[config.mk]
export PLATFORM = sky130hd
export DESIGN_NAME = paralelo_serie
export DESIGN_NICKNAME = d
export VERILOG_FILES = /design/src/rtl/paralelo_serie.sv
export SDC_FILE = /design/constraint.sdc
export NUM_CORES = 1
export LEC_CHECK = 0
export CORE_AREA = 10 10 90 68
export DETAILED_ROUTE_END_ITERATION = 7
export DIE_AREA = 0 0 100 78
export SYNTH_ARGS = -nofsm -noshare
export SYNTH_HDL_FRONTEND = slang
export SYNTH_SLANG_ARGS = --single-unit
[constraint.sdc]
create_clock -name clk_8f -period 2.7 [get_ports clk_8f]
set_input_delay 0.405 -clock clk_8f [delete_from_list [all_inputs] [get_ports clk_8f]]
set_output_delay 0.405 -clock clk_8f [all_outputs]
set_load 0.01 [all_outputs]
[src/rtl/paralelo_serie.sv]
// Parallel-to-serial transmitter: buffers 8-bit words and serializes them MSB-first,
// filling idle slots with COMMA. Optional macro PS_BC_FILTER_EN drops incoming COMMA words.
module paralelo_serie #(
  parameter int unsigned MIN_IDLE = 4,
  parameter int unsigned DEPTH    = 2,
  parameter logic [7:0]  COMMA    = 8'hBC
) (
  input  logic       clk_8f,
  input  logic       reset,
  input  logic [7:0] data_in,
  input  logic       valid_in,
  output logic       ready_out,
  output logic       data_out,
  output logic       word_start,
  output logic       sending_data
);

  localparam int unsigned AW = (DEPTH > 1) ? $clog2(DEPTH) : 1;
  localparam logic [AW:0]   DEPTH_C    = (AW+1)'(DEPTH);
  localparam logic [AW:0]   ONE_C      = (AW+1)'(1);
  localparam logic [AW-1:0] PTR_ONE_C  = AW'(1);
  localparam logic [2:0]    MIN_IDLE_C = 3'(MIN_IDLE);

  typedef enum logic [0:0] {ST_SYNC = 1'b0, ST_RUN = 1'b1} state_t;

  state_t        state_q, state_d;
  logic [2:0]    pos_q, pos_d;
  logic [2:0]    idle_cnt_q, idle_cnt_d;
  logic [7:0]    mem_q [DEPTH];
  logic [AW-1:0] wr_ptr_q, wr_ptr_d;
  logic [AW-1:0] rd_ptr_q, rd_ptr_d;
  logic [AW:0]   count_q, count_d;
  logic [7:0]    shift_q, shift_d;
  logic          data_out_q, data_out_d;
  logic          word_start_q, word_start_d;
  logic          sending_q, sending_d;

  logic          slot_start_s;
  logic          ready_s;
  logic          accept_s;
  logic          push_s;
  logic          pop_s;
  logic [7:0]    word_s;

  assign slot_start_s = (pos_q == 3'd0);
  assign ready_s      = (state_q == ST_RUN) && (count_q < DEPTH_C);
  assign accept_s     = valid_in && ready_s;
`ifdef PS_BC_FILTER_EN
  // A COMMA word completes the handshake but never reaches the buffer.
  assign push_s       = accept_s && (data_in != COMMA);
`else
  assign push_s       = accept_s;
`endif
  assign pop_s        = slot_start_s && (state_q == ST_RUN) && (count_q != '0);
  assign word_s       = pop_s ? mem_q[rd_ptr_q] : COMMA;

  // Next-state for slot counter, sync FSM, buffer bookkeeping and serializer.
  always_comb begin
    pos_d        = pos_q + 3'd1;
    idle_cnt_d   = idle_cnt_q;
    state_d      = state_q;
    wr_ptr_d     = push_s ? (wr_ptr_q + PTR_ONE_C) : wr_ptr_q;
    rd_ptr_d     = pop_s  ? (rd_ptr_q + PTR_ONE_C) : rd_ptr_q;
    count_d      = count_q;
    shift_d      = {shift_q[6:0], 1'b0};
    data_out_d   = shift_q[7];
    word_start_d = 1'b0;
    sending_d    = sending_q;

    case ({push_s, pop_s})
      2'b10:   count_d = count_q + ONE_C;
      2'b01:   count_d = count_q - ONE_C;
      default: count_d = count_q;
    endcase

    if (slot_start_s) begin
      shift_d      = {word_s[6:0], 1'b0};
      data_out_d   = word_s[7];
      word_start_d = 1'b1;
      sending_d    = pop_s;
    end else begin
      word_start_d = 1'b0;
    end

    case (state_q)
      ST_SYNC: begin
        if (slot_start_s && (idle_cnt_q < MIN_IDLE_C)) begin
          idle_cnt_d = idle_cnt_q + 3'd1;
        end else begin
          idle_cnt_d = idle_cnt_q;
        end
        // Leave SYNC only after the last bit of the MIN_IDLE-th comma.
        if ((pos_q == 3'd7) && (idle_cnt_q == MIN_IDLE_C)) begin
          state_d = ST_RUN;
        end else begin
          state_d = ST_SYNC;
        end
      end
      ST_RUN:  state_d = ST_RUN;
      default: state_d = ST_SYNC;
    endcase
  end

  // State, buffer and registered serial outputs.
  always_ff @(posedge clk_8f or negedge reset) begin
    if (!reset) begin
      state_q      <= ST_SYNC;
      pos_q        <= 3'd0;
      idle_cnt_q   <= 3'd0;
      wr_ptr_q     <= '0;
      rd_ptr_q     <= '0;
      count_q      <= '0;
      shift_q      <= 8'h00;
      data_out_q   <= 1'b0;
      word_start_q <= 1'b0;
      sending_q    <= 1'b0;
      for (int i = 0; i < int'(DEPTH); i++) begin
        mem_q[i] <= 8'h00;
      end
    end else begin
      state_q      <= state_d;
      pos_q        <= pos_d;
      idle_cnt_q   <= idle_cnt_d;
      wr_ptr_q     <= wr_ptr_d;
      rd_ptr_q     <= rd_ptr_d;
      count_q      <= count_d;
      shift_q      <= shift_d;
      data_out_q   <= data_out_d;
      word_start_q <= word_start_d;
      sending_q    <= sending_d;
      if (push_s) begin
        mem_q[wr_ptr_q] <= data_in;
      end
    end
  end

  assign ready_out    = ready_s;
  assign data_out     = data_out_q;
  assign word_start   = word_start_q;
  assign sending_data = sending_q;

endmodule

==> impl_results.md <==
* R2R setup slack at 0.62 ns
* 1st-pass router iterations at 4
* Crit path top cell by count: inv_1
* RSZ-0062 raised after global routing: no
* Cell area after layout at 1810 µm²
* Clock transition at path regs at 0.07 ns
* Worst-Margin Slew at 0.546 ns
* Slowest cell delay on critical path at 0.35 ns
* Layout cells sized above 1 at 22.1%
* Largest net degree at the start of global routing at 38
* Max_cap viols at 0
* Starting DRT DRC Count at 29
* Synth Register Bits at 37
* Ys flop type: dfrtp_1
* ANT cells at 0
* Tot GR Track Use at 7.31%
* Core ar. at 4550 µm²
* P per Cell Area at 960 nW/µm²
* ANT nets after route at 0
* Slowest CP cell: dfrtp_1
* # IOs at 15
* Number of synthesized flops with an enable pin at 0
* DR vias at 862
* Post-place instance area at 1730 µm²
* CP Capture Type: register
* Crit path arrival time at 2.25 ns
* Synth Cell Area at 1510 µm²
* Clock root cell: clkbuf_8
* Finished Layout Cells at 188
* Die width at 100 µm
* Clock Sinks at 37
* Cells after Synth at 109
* Leakage at 0.803 nW
* Count leader, synth: dfrtp_1
* Initial antenna violation count at 0
* Post-CTS setup buffer count at 0
* DP Wirelength at 1920 µm
* CTS H-Tree Depth at 2
* Clk_lat worst skew at 0.28 ns
* Critical Path Fanout Max at 7
* CTS buffer count at 5
* Dpl cells at 180
* Min-Delay Path Class: register to register
* Maximum vdd drop at 0.412 mV
* Seq/Total Area, Yosys at 61.3%
* Synthesized Nets at 126
* Clock Skew at 0.00711 ns
* Final period util at 77.0%
* Worst Path Buf+Inv at 3
* Post-synthesis async set-or-reset flop share at 100%
* Grt total ovfl at 0
* Die height at 78 µm
* Cell accounting for the most synthesized area: dfrtp_1
* DR DRC count at 0
* Layout Area Growth over Synthesis at 19.6%
* Setup tns final at 0 ns
* Total Routed Length at 2570 µm
* CTS tree: yes
* Die ar. at 7800 µm²
* IO Port Bufs at 14
* Slew headroom at 63.4%
* First-pass GRT wire length at 4540 µm
* Hold Vio Cnt, Final at 0
* Row count at 21
* Family with the most delay on the worst path: adder cells
* Layout Nets at 147
* WS Path Type: register to register
* Clk buf depth at 2
* GP Congestion at 0.715
* Main area contributors after synthesis: dfrtp_1, mux2_2, mux2i_1
* Post-CTS Resized at 0
* Setup crit start kind: register
* Yosys top cell area share at 61.3%
* Initial Util at 33.3%
* Synth unique cells at 21
* Vias in the first global route at 987
* Most frequent cells after synthesis: dfrtp_1, mux2_2, mux2i_1, nor2_1
* Worst Path Required at 2.87 ns
* Final Setup Violations at 0
* Minimum clock period at 2.08 ns
* Synth warnings at 0
* Pins Over Slew Limit at 0
* Hold_buf cts at 0
* Achievable Freq at 481 MHz
* Avg Inst Size Synth at 13.9 µm²
* Worst-path cell chain: inv_1 -> ha_1 -> nand2b_4 -> inv_1 -> o211ai_1 -> inv_1 -> ha_1 -> xnor2_1 -> nor2_1 -> xor2_1
* Status: finished, final reports clean
* Detail-routed net length per standard cell at 13.6 µm
* Via density at 4.59
-- stage by stage --
| step | worst slack (ns) | power, mW | hold slack (ns) | util (%) |
|---|---|---|---|---|
| after floorplan | 0.904 | 1.24 | 0.109 | - |
| after global placement | 0.778 | 1.39 | 0.428 | 38.0 |
| after detailed placement | 0.594 | 1.40 | 0.450 | 38.0 |
| after CTS | 0.568 | 1.77 | 0.462 | 39.8 |
| after global routing | 0.372 | 1.87 | 0.494 | 39.8 |
| final | 0.620 | 1.74 | 0.457 | 39.8 |
-- placed cells by master, fill, tap and decap left out --
master / instances
nor2_4: 1
clkbuf_1: 1
nand2b_4: 1
clkbuf_8: 5
o21ai_0: 2
nand3b_1: 1
ha_1: 6
a31o_2: 1
mux2_2: 17
clkinv_2: 2
clkdlybuf4s50_1: 14
xor2_1: 1
nand3_2: 1
inv_1: 6
a21oi_1: 5
mux2i_1: 8
a21o_1: 1
o211ai_1: 1
nand2_1: 4
buf_4: 1
nor3_1: 1
xnor2_1: 5
dfrtp_1: 37
nor2_1: 8
and2b_1: 1
-- layout make-up --
type,instances,area [µm²]
clock buffer,6,72.6
inverter,6,22.5
tap,57,71.3
clock inverter,2,10.0
sequential,37,926
fill,428,2740
multi-input combinational,65,558
timing repair buffer,15,148
-- worst paths after layout --
kind                              end       start  cells past startpoint
max                        count_q[1]    pos_q[0]                     10
min                        shift_q[2]  shift_q[1]                      2
max reg2reg                count_q[1]    pos_q[0]                     10
min reg2reg                shift_q[2]  shift_q[1]                      2
max in group asynchronous    mem_q[8]       reset                      2
min in group asynchronous    mem_q[4]       reset                      2
-- flip-flops by register name, indices dropped and copies added (netlist names), 2 cells and up --
name,cells
pos_q,3
count_q,2
mem_q,16
shift_q,7
idle_cnt_q,3
-- cell families after synthesis --
group	count (synthesis)	share of synthesized area, %
flops	37	61.3
compound gates	10	3.89
mux	25	18.0
xor+xnor	6	3.48
simple gates	18	6.62
fa+ha+maj	6	4.97
buf+inv	7	1.82
-- per-layer routing --
layer	wire [µm]	vias to the layer above	track usage, %
met5	0	-	0
li1	-	409	-
met2	1180	14	11.0
met3	100	5	2.21
met1	1230	434	9.10
met4	52	0	4.23
-- worst min-delay path, stage by stage (launching register included) --
cell     delay [ns]
dfrtp_1        0.32
nand2_1        0.04
o21ai_0        0.07
-- power breakdown --
part	switching (mW)	internal [mW]
registers	0.138	0.771
clock network	0.178	0.179
logic	0.182	0.289
total	0.498	1.24
(Power assumes the default switching activity.)
